[src/rtl/daq_pkg.sv]
// Shared constants and types for the synthetic sensor front-end.
// Imported by the LFSR and the acquisition top.
package daq_pkg;
  localparam logic [15:0] LFSR_MASK = 16'hB400;
  localparam int          AVG_TAPS  = 4;
  localparam int          AVG_SHIFT = 2;

  typedef logic [15:0] sample_t;

  typedef enum logic {
    UP   = 1'b0,
    DOWN = 1'b1
  } dir_e;

  // Clamp an 18-bit signed value into the unsigned 16-bit range.
  function automatic sample_t sat16(input logic signed [17:0] v);
    sample_t r;
    unique case (1'b1)
      v[17]:   r = '0;
      v[16]:   r = 16'hFFFF;
      default: r = v[15:0];
    endcase
    return r;
  endfunction
endpackage

[src/rtl/lfsr16.sv]
// 16-bit Galois right-shift LFSR with loadable seed.
// Advances one step per enabled cycle.
module lfsr16
  import daq_pkg::*;
(
  input  logic    clk,
  input  logic    reset,
  input  sample_t seed,
  input  logic    en,
  output sample_t state
);

  always_ff @(posedge clk) begin
    if (!reset) begin
      state <= seed;
    end else if (en) begin
      state <= (state >> 1) ^ (state[0] ? LFSR_MASK : 16'h0000);
    end
  end

endmodule

[src/rtl/data_acquisition.sv]
// Synthetic sensor: baseline + triangle drift + LFSR noise,
// saturated and smoothed by a 4-tap moving average.
module data_acquisition
  import daq_pkg::*;
#(
  parameter int          SAMPLE_DIV = 4,
  parameter logic [15:0] BASELINE   = 16'h4000,
  parameter logic [15:0] TRI_STEP   = 16'd64,
  parameter logic [15:0] TRI_PEAK   = 16'h1000,
  parameter int          NOISE_BITS = 6,
  parameter logic [15:0] LFSR_SEED  = 16'hACE1
) (
  input  logic    clk,
  input  logic    reset,
  output sample_t sensor_data
);

  localparam int DW = (SAMPLE_DIV > 1) ? $clog2(SAMPLE_DIV) : 1;
  localparam logic [DW-1:0] DIV_MAX = DW'(SAMPLE_DIV - 1);
  localparam logic signed [17:0] NOISE_OFS = 18'(1 << (NOISE_BITS - 1));

  logic [DW-1:0] div_cnt;
  logic          tick;

  sample_t lfsr;
  sample_t tri_q, tri_d;
  dir_e    dir_q, dir_d;
  logic [16:0] tri_up;

  logic signed [17:0] noise;
  logic signed [17:0] raw_wide;
  sample_t            raw;

  sample_t     hist [AVG_TAPS];
  logic [17:0] sum_q;
  logic [17:0] sum_new;

  assign tick = (div_cnt == DIV_MAX);

  always_ff @(posedge clk) begin
    if (!reset) begin
      div_cnt <= '0;
    end else if (tick) begin
      div_cnt <= '0;
    end else begin
      div_cnt <= div_cnt + 1'b1;
    end
  end

  lfsr16 u_lfsr (
    .clk   (clk),
    .reset (reset),
    .seed  (LFSR_SEED),
    .en    (tick),
    .state (lfsr)
  );

  // Noise is centred on zero: low LFSR bits minus half their range.
  assign noise    = 18'(lfsr[NOISE_BITS-1:0]) - NOISE_OFS;
  assign raw_wide = 18'(BASELINE) + 18'(tri_q) + noise;
  assign raw      = sat16(raw_wide);

  assign tri_up = 17'(tri_q) + 17'(TRI_STEP);

  always_comb begin
    dir_d = dir_q;
    tri_d = tri_q;
    unique case (dir_q)
      UP: begin
        if (tri_up >= 17'(TRI_PEAK)) begin
          tri_d = TRI_PEAK;
          dir_d = DOWN;
        end else begin
          tri_d = tri_up[15:0];
        end
      end
      DOWN: begin
        if (tri_q <= TRI_STEP) begin
          tri_d = '0;
          dir_d = UP;
        end else begin
          tri_d = tri_q - TRI_STEP;
        end
      end
      default: begin
        tri_d = '0;
        dir_d = UP;
      end
    endcase
  end

  always_ff @(posedge clk) begin
    if (!reset) begin
      tri_q <= '0;
      dir_q <= UP;
    end else if (tick) begin
      tri_q <= tri_d;
      dir_q <= dir_d;
    end
  end

  // Running sum stays exact in 18 bits: four 16-bit taps at most.
  assign sum_new = sum_q - 18'(hist[AVG_TAPS-1]) + 18'(raw);

  always_ff @(posedge clk) begin
    if (!reset) begin
      for (int i = 0; i < AVG_TAPS; i++) begin
        hist[i] <= '0;
      end
      sum_q       <= '0;
      sensor_data <= '0;
    end else if (tick) begin
      hist[0] <= raw;
      for (int i = 1; i < AVG_TAPS; i++) begin
        hist[i] <= hist[i-1];
      end
      sum_q       <= sum_new;
      sensor_data <= sample_t'(sum_new >> AVG_SHIFT);
    end
  end

endmodule

[config.mk]
export PLATFORM = sky130hd
export DESIGN_NAME = data_acquisition
export DESIGN_NICKNAME = d
export VERILOG_FILES = /design/src/rtl/daq_pkg.sv /design/src/rtl/lfsr16.sv /design/src/rtl/data_acquisition.sv
export SDC_FILE = /design/constraint.sdc
export NUM_CORES = 1
export LEC_CHECK = 0
export ABC_AREA = 1
export CAP_MARGIN = 5
export CORE_MARGIN = 8
export CORE_UTILIZATION = 50
export DETAILED_ROUTE_END_ITERATION = 6
export PLACE_DENSITY = 0.64
export RECOVER_POWER = 50
export SLEW_MARGIN = 30
export SYNTH_ARGS = -nofsm -noshare
export SYNTH_HDL_FRONTEND = slang
export SYNTH_SLANG_ARGS = --single-unit
[constraint.sdc]
create_clock -name clk -period 5.22 [get_ports clk]
set_input_delay 0.783 -clock clk [delete_from_list [all_inputs] [get_ports clk]]
set_output_delay 0.783 -clock clk [all_outputs]
set_load 0.03 [all_outputs]
==> flow_summary_export.csv, run 1 <==
group,metric,value,unit
run_status,status,"finished, violations left",
run_status,violations,"capacitance limit, slew limit",
sta,clock.fmax,209.1,MHz
critical_path,cpPeakStageDelay,0.52,ns
finish,syn_to_final_growth,6.830,%
clock_tree,cts_hold_buf,0,
floorplan,die_w,134.5,um
placement,hpwlAfterDp,11600,um
logic_synthesis,yosys.area_share.simple,21.27,%
clock_tree,clock-sinks,111,
power,p_clk_share,35.8,%
global_route,grt_util_all_layers,17.80,%
worst_hold_path,min_path_type,"reg2reg",
clock_tree,insertion_delay,0.36,ns
critical_path,required,5.46,ns
clock_tree,htreeDepth,3,
routing,drc,0,
floorplan,ioPinCount,18,
routing,routed_wl,15620,um
global_route,overflow,0,
critical_path,worstPathCellList,"inv_2, ha_1, ha_1, a21oi_1, nand3_2, nand2_1, nand3_1, nand2_1, nand2_2, nand2_1, nand2_1, fa_1, inv_1, fa_1, inv_1, nand3_1, nand2_1, inv_1, o21ai_0, nand3_1, nand2_1, nand2_1, nand2_1, o21ai_0",
critical_path,r2r_start,"u_lfsr.state[5]",
logic_synthesis,yosys_warnings,0,
power,p_sw_share,29.00,%
power,comb_power_share,15.7,%
logic_synthesis,synth_edf_count,64,
critical_path,worstPathArrival,5.03,ns
power,p_int,1459,uW
flow_run,maxCapViolations,2,
critical_path,crit_top_cell,"nand2_1",
critical_path,cp_slowest_cell,"fa_1",
sta,fin_crit_sh,91.63,%
placement,gp_congestion,0.9318,
finish,fin_nets,941,
floorplan,initial_core_util,50.94,%
clock_tree,clk_path_buf_depth,2,
placement,io_buffers,17,
clock_tree,clkSlewWorstSetupHoldPaths,0.08,ns
routing,routedWlPerCell,14.71,um
power,power.net_switching,595.9,uW
global_route,grt_max_degree,86,
sta,tns,0,ns
sta,max_slew.worst_pin.slew,2.144,ns
critical_path,critPathKind,"reg2reg",
floorplan,fp.dieH,134.5,um
critical_path,endpoint_kind,"flop",
logic_synthesis,syn_avg_cell_area,7.937,um^2
critical_path,worstPathMaxFanout,20,
global_route,grt_pass1_vias,5136,
logic_synthesis,synth_area,7017,um^2
floorplan,num_rows,43,
routing,dr_total_vias,5418,
sta,fin_crit,4.783,ns
clock_tree,cts_tree,"yes",
logic_synthesis,synth-compound-area-share,10.50,%
logic_synthesis,synthMuxAreaShare,0,%
logic_synthesis,synthArstFlopShare,0,%
sta,setup_violations,0,
routing,drt_iter0_markers,433,
floorplan,coreArea,13770,um^2
logic_synthesis,synth.distinct_cells,39,
power,ir_worst_vdd,0.1373,mV
critical_path,rrSetupSlack,0.44,ns
critical_path,worst_setup_path_start_kind,"flop",
clock_tree,cts_setup_buffers,0,
logic_synthesis,synthAdderAreaFrac,12.77,%
sta,finalHoldViolations,0,
sta,slew_headroom,-43.72,%
finish,drive_gt1_share,4.762,%
power,p_per_area,274.1,nW/um^2
worst_hold_path,holdPathEnd,"div_cnt[0]",
routing,viasPerCell,5.102,
logic_synthesis,ys_seq_area_share,40.80,%
routing,drt_pre_antenna_iters,5,
worst_hold_path,min_path_cells,1,
clock_tree,numCtsBuffers,9,
global_route,antenna_found_initial,0,
logic_synthesis,ys_ff_latch,111,
worst_hold_path,min-delay-start,"div_cnt[0]",
power,power.leakage,0.003642,uW
logic_synthesis,ys.flop_type,"edfxtp_1",
floorplan,die_area,18080,um^2
clock_tree,root_buffer,"clkbuf_16",
clock_tree,cts_resized,0,
routing,ant_nets,0,
sta,drv_slew,137,
sta,skew,0.006451,ns
global_route,grt_pass1_wl,25810,um
sta,fin_worst_hold_slack,0.4259,ns
critical_path,rr_worst_depth,24,
sta,rsz0062_at_grt,"false",
logic_synthesis,netlist_instances,884,
logic_synthesis,synth_xor_area_share,2.122,%
logic_synthesis,synth_top_family_by_area,"simple AND/OR/NAND/NOR gates",
power,seq_power_share,48.5,%
critical_path,r2r-end,"sensor_data[12]",
finish,diodes,0,
registers in the layout, summed over array words and instances (netlist names):
register,count
sensor_data,16
u_lfsr.state,16
hist,64
tri_q,10
div_cnt,2
dir_q,1
sum_q,2
area by class of cell:
type	instances	area [um^2]
fill	1325	6277
multi-input combinational	571	3279
sequential	111	2863
timing repair buffer	22	205.2
inverter	162	609.3
tap	180	225.2
clock buffer	9	225.2
clock inverter	7	88.84
metal layers:
layer  global-route usage [%]  share of wire [%]
met2                    28.90                 47
met5                        0                  0
met1                    23.62                 48
met3                    2.080                2.7
met4                    7.361                2.1
Yosys cell counts, drive strengths merged (4+ instances only):
master | n | area (um^2)
o22ai | 12 | 75.07
nand3 | 39 | 200.2
inv | 161 | 604.3
fa | 16 | 320.3
o21ai | 46 | 230.2
ha | 46 | 575.6
nand3b | 7 | 52.55
xor2 | 13 | 113.9
o21bai | 4 | 30.03
nor2 | 101 | 401.6
a22oi | 5 | 37.54
dfxtp | 47 | 940.9
nand2 | 187 | 714.4
nand4 | 9 | 56.30
xnor2 | 4 | 35.03
buf | 32 | 234.0
edfxtp | 64 | 1922
clkbuf | 9 | 33.78
a21oi | 64 | 324.1
nor3 | 9 | 55.05
critical path: cells and delay by family, from the launching register on:
family / cells / cell delay (ns)
AO/OA/AOI/OAI: 3 / 0.77
adder cells (fa/ha/maj): 4 / 1.60
buffers and inverters: 4 / 0.49
flip-flops: 1 / 0.34
AND/OR/NAND/NOR: 13 / 1.46
power groups by stage:
stage | logic [uW] | registers, uW | clock network [uW]
3_5_place_dp | 322 | 1020 | 0
6_report | 323 | 996 | 736
5_1_grt | 368 | 1000 | 780
2_1_floorplan | 247 | 1010 | 0
4_1_cts | 325 | 997 | 754
3_3_place_gp | 322 | 1020 | 0
cells by family after synthesis:
logic type	Yosys count
xor+xnor	17
other cells	1
compound gates	136
flops	111
simple gates	354
buf+inv	203
fa+ha+maj	62
placed cells by master (no fill, tap or decap), types with 2 or more instances in the layout:
cell type,Yosys,layout
a21oi_1,63,63
a22oi_1,5,5
buf_4,20,4
clkbuf_16,0,9
conb_1,1,2
dfxtp_1,47,47
dlygate4sd3_1,0,17
edfxtp_1,64,64
fa_1,16,16
ha_1,46,46
inv_1,158,158
inv_2,3,3
inv_8,0,2
nand2_1,182,181
nand2_2,5,6
nand3_1,38,38
nand3b_1,7,7
nand4_1,9,9
nor2_1,92,94
nor2_2,9,7
nor3_1,7,7
nor3_2,2,2
o21ai_0,43,43
o21ai_1,3,3
o21bai_1,4,4
o22ai_1,12,12
xnor2_1,4,4
xor2_1,13,13
through the flow:
stage	total power (uW)	worst slack (ns)	utilization (%)	instances	area [um^2]
detailed placement	1339	0.5763	52.20	1046	7189
global route	2150	0.05265	54.42	1062	7496
global placement	1337	0.6471	52.20	1046	7189
floorplan	1257	1.285	-	885	7020
CTS	2076	0.4988	54.48	1062	7503
finish	2055	0.4370	54.42	1062	7496
how the worst max path moves through the flow:
stage               slack [ns]              end            start
floorplan                 1.28  sensor_data[12]  u_lfsr.state[5]
global placement          0.65  sensor_data[13]  u_lfsr.state[5]
detailed placement        0.58  sensor_data[12]  u_lfsr.state[5]
CTS                       0.50  sensor_data[12]  u_lfsr.state[5]
global route              0.05  sensor_data[12]  u_lfsr.state[5]
finish                    0.44  sensor_data[12]  u_lfsr.state[5]
Power figures use the tool's default switching activity.
==> run 2: changes to the inputs <==
--- a/config.mk
+++ b/config.mk
@@ -5,7 +5,6 @@
 export SDC_FILE = /design/constraint.sdc
 export NUM_CORES = 1
 export LEC_CHECK = 0
-export ABC_AREA = 1
 export CAP_MARGIN = 5
 export CORE_MARGIN = 8
 export CORE_UTILIZATION = 50
==> run 2 against run 1 <==
  * The flow now finishes without violations
  * Setup slack worse by 0.21 ns
  * Hold slack better by 0.0017 ns
  * Routed wire length down 6.2%
  * Maximum frequency down 4.3%
  * Clock-buffer cell count up 4
  * Largest cell class unchanged
  * Highest routed layer unchanged
==> flow_summary_export.csv, run 2 <==
group,metric,value,unit
finish,syn_to_final_growth,13.73,%
critical_path,worstPathCellList,"inv_4, ha_1, ha_1, a21o_1, a2111oi_4, a21o_1, o31ai_4, xnor2_2, buf_4, a21o_1, fa_1, ha_1, a211oi_2, o21ai_1, o21ai_1, buf_4, o41ai_2, buf_4, nor4_2, a211oi_1, or4_1",
placement,gp_congestion,0.8871,
floorplan,initial_core_util,50.92,%
clock_tree,cts_hold_buf,0,
critical_path,startpoint,"u_lfsr.state[5]",
sta,clock.fmax,200.1,MHz
critical_path,r2r-end,"sensor_data[15]",
global_route,overflow,0,
global_route,grt_util_all_layers,17.16,%
logic_synthesis,ys_ff_latch,111,
logic_synthesis,synth.distinct_cells,67,
logic_synthesis,yosysMostFrequentCell,"edfxtp_1",
critical_path,critPathKind,"reg2reg",
logic_synthesis,synth_edf_count,64,
logic_synthesis,netlist_instances,670,
routing,routedWlPerCell,16.71,um
routing,ant_nets,0,
critical_path,cp_num_cells,21,
global_route,grt_pass1_wl,24360,um
floorplan,ioPinCount,18,
routing,dr_total_vias,4840,
critical_path,worst_setup_path_start_kind,"flop",
critical_path,endpoint_kind,"flop",
routing,drt_pre_antenna_iters,7,
logic_synthesis,synthArstFlopShare,0,%
placement,dp.cells,858,
sta,finalHoldViolations,0,
routing,routed_wl,14660,um
logic_synthesis,synthTopCellsByCount,"edfxtp_1 (64), inv_1 (53), and3_1 (52), dfxtp_1 (47), ha_1 (46)",
power,p_per_area,354.5,nW/um^2
critical_path,crit_buf_inv,4,
logic_synthesis,synth_area_leaders,"edfxtp_1 (29%), dfxtp_1 (14%), ha_1 (8.6%)",
finish,diodes,0,
critical_path,required,5.45,ns
sta,max_slew.worst_pin.slew,1.306,ns
clock_tree,numCtsBuffers,9,
routing,drt_iter0_markers,246,
floorplan,die_area,17400,um^2
sta,fin_crit,4.997,ns
clock_tree,clock-sinks,111,
critical_path,rrSetupSlack,0.22,ns
critical_path,crit_family,"compound AO/OA/AOI/OAI gates",
floorplan,num_rows,42,
critical_path,rr_worst_depth,21,
power,power.total,2708,uW
clock_tree,clkSlewWorstSetupHoldPaths,0.07,ns
routing,drc,0,
finish,drive_gt1_share,13.27,%
logic_synthesis,ys.flop_type,"edfxtp_1",
flow_run,maxCapViolations,0,
finish,layout_common_cells,"edfxtp_1 (64), inv_1 (52), and3_1 (52)",
sta,rsz0062_at_grt,"false",
finish,regMostFlops,"hist",
critical_path,worstSetupEndpoint,"sensor_data[15]",
logic_synthesis,yosys_warnings,0,
power,ir_worst_vdd,0.2369,mV
worst_hold_path,min_path_type,"reg2reg",
critical_path,worstPathMaxFanout,9,
logic_synthesis,synth_top_cell_by_area,"edfxtp_1",
placement,hpwlAfterDp,10340,um
sta,skew,0.007883,ns
sta,tns,0,ns
global_route,grt_pass1_vias,4859,
logic_synthesis,syn_avg_cell_area,10.02,um^2
finish,fin_nets,760,
clock_tree,cts_tree,"yes",
sta,fin_worst_hold_slack,0.4277,ns
run_status,status,"finished, final reports clean",
critical_path,r2r_start,"u_lfsr.state[5]",
floorplan,coreArea,13190,um^2
finish,reg.largest.list,"hist: 64 flops, sensor_data: 16 flops, u_lfsr.state: 16 flops",
clock_tree,htreeDepth,3,
finish,largest_reg_flops,64,
sta,fin_crit_sh,95.73,%
critical_path,worstPathArrival,5.23,ns
critical_path,cp_slowest_cell,"or4_1",
floorplan,die_w,131.9,um
logic_synthesis,synth_top_cell_area_share,28.61,%
sta,slew_headroom,12.83,%
routing,viasPerCell,5.519,
finish,final_cells,877,
global_route,antenna_found_initial,0,
clock_tree,clk_path_buf_depth,2,
clock_tree,insertion_delay,0.35,ns
logic_synthesis,synth_area,6716,um^2
logic_synthesis,ys_seq_area_share,42.62,%
power,power.leakage,0.003477,uW
placement,io_buffers,17,
floorplan,fp.dieH,131.9,um
critical_path,cpPeakStageDelay,0.51,ns
finish,final_common_cell,"edfxtp_1",
sta,drv_slew,0,
global_route,grt_max_degree,85,
sta,setup_violations,0,
clock_tree,root_buffer,"clkbuf_16",
==> run 2: where the power goes <==
group	leakage (uW)	internal [uW]	switching (uW)
Clock	0.000153	396	308
Sequential	0.00105	983	30.5
Combinational	0.00228	442	549
==> run 2: worst min-delay path by stage <==
stage / start / end / cells after the start
after detailed placement: div_cnt[0] / div_cnt[0] / 1
after global placement: div_cnt[0] / div_cnt[0] / 1
after global routing: div_cnt[0] / div_cnt[0] / 1
final: div_cnt[0] / div_cnt[0] / 1
after CTS: div_cnt[0] / div_cnt[0] / 1
after floorplan: div_cnt[0] / div_cnt[0] / 1
==> run 2: per-layer routing <==
| layer | wire, um | up-vias | track usage [%] |
|---|---|---|---|
| met5 | 0 | - | 0 |
| met4 | 224 | 0 | 4.595 |
| met3 | 572 | 18 | 4.383 |
| met2 | 6979 | 90 | 27.96 |
| met1 | 6881 | 2322 | 22.13 |
| li1 | - | 2410 | - |
==> run 2: what timing repair did <==
| action | CTS | global route |
|---|---|---|
| resized for setup | 5 | 22 |
| buffers inserted | 2 | 1 |
| endpoints found under the setup margin | 2 | 4 |
| pin swaps | 1 | 15 |
| hold endpoints to repair | 0 | 0 |
==> run 2: cell families (layout without fill, tap and decap cells) <==
family	Yosys count	in the layout	share of synthesized area, %
AO/OA/AOI/OAI	143	143	14.59
XOR/XNOR	31	31	4.154
adder cells (fa/ha/maj)	62	62	13.34
buffers and inverters	104	134	6.930
flip-flops	111	111	42.62
multiplexers	17	17	2.552
other	1	2	0.05583
AND/OR/NAND/NOR	201	201	15.76
==> run 2: layout make-up <==
type	count	area [um^2]
Timing Repair Buffer	65	525.5
Multi-Input combinational cell	456	3512
Inverter	53	201.4
Sequential cell	111	2867
Tap cell	176	220.2
Clock inverter	3	20.02
Fill cell	1153	5552
Clock buffer	13	292.8
==> run 2: through the flow <==
step | util (%) | setup WS [ns] | instance area (um^2)
6_report | 57.91 | 0.2229 | 7639
5_1_grt | 57.91 | 0.005638 | 7639
4_1_cts | 57.09 | 0.01560 | 7530
3_5_place_dp | 54.49 | -0.1456 | 7187
3_3_place_gp | 54.49 | 0.0009890 | 7187
2_1_floorplan | - | 0.07137 | 6728
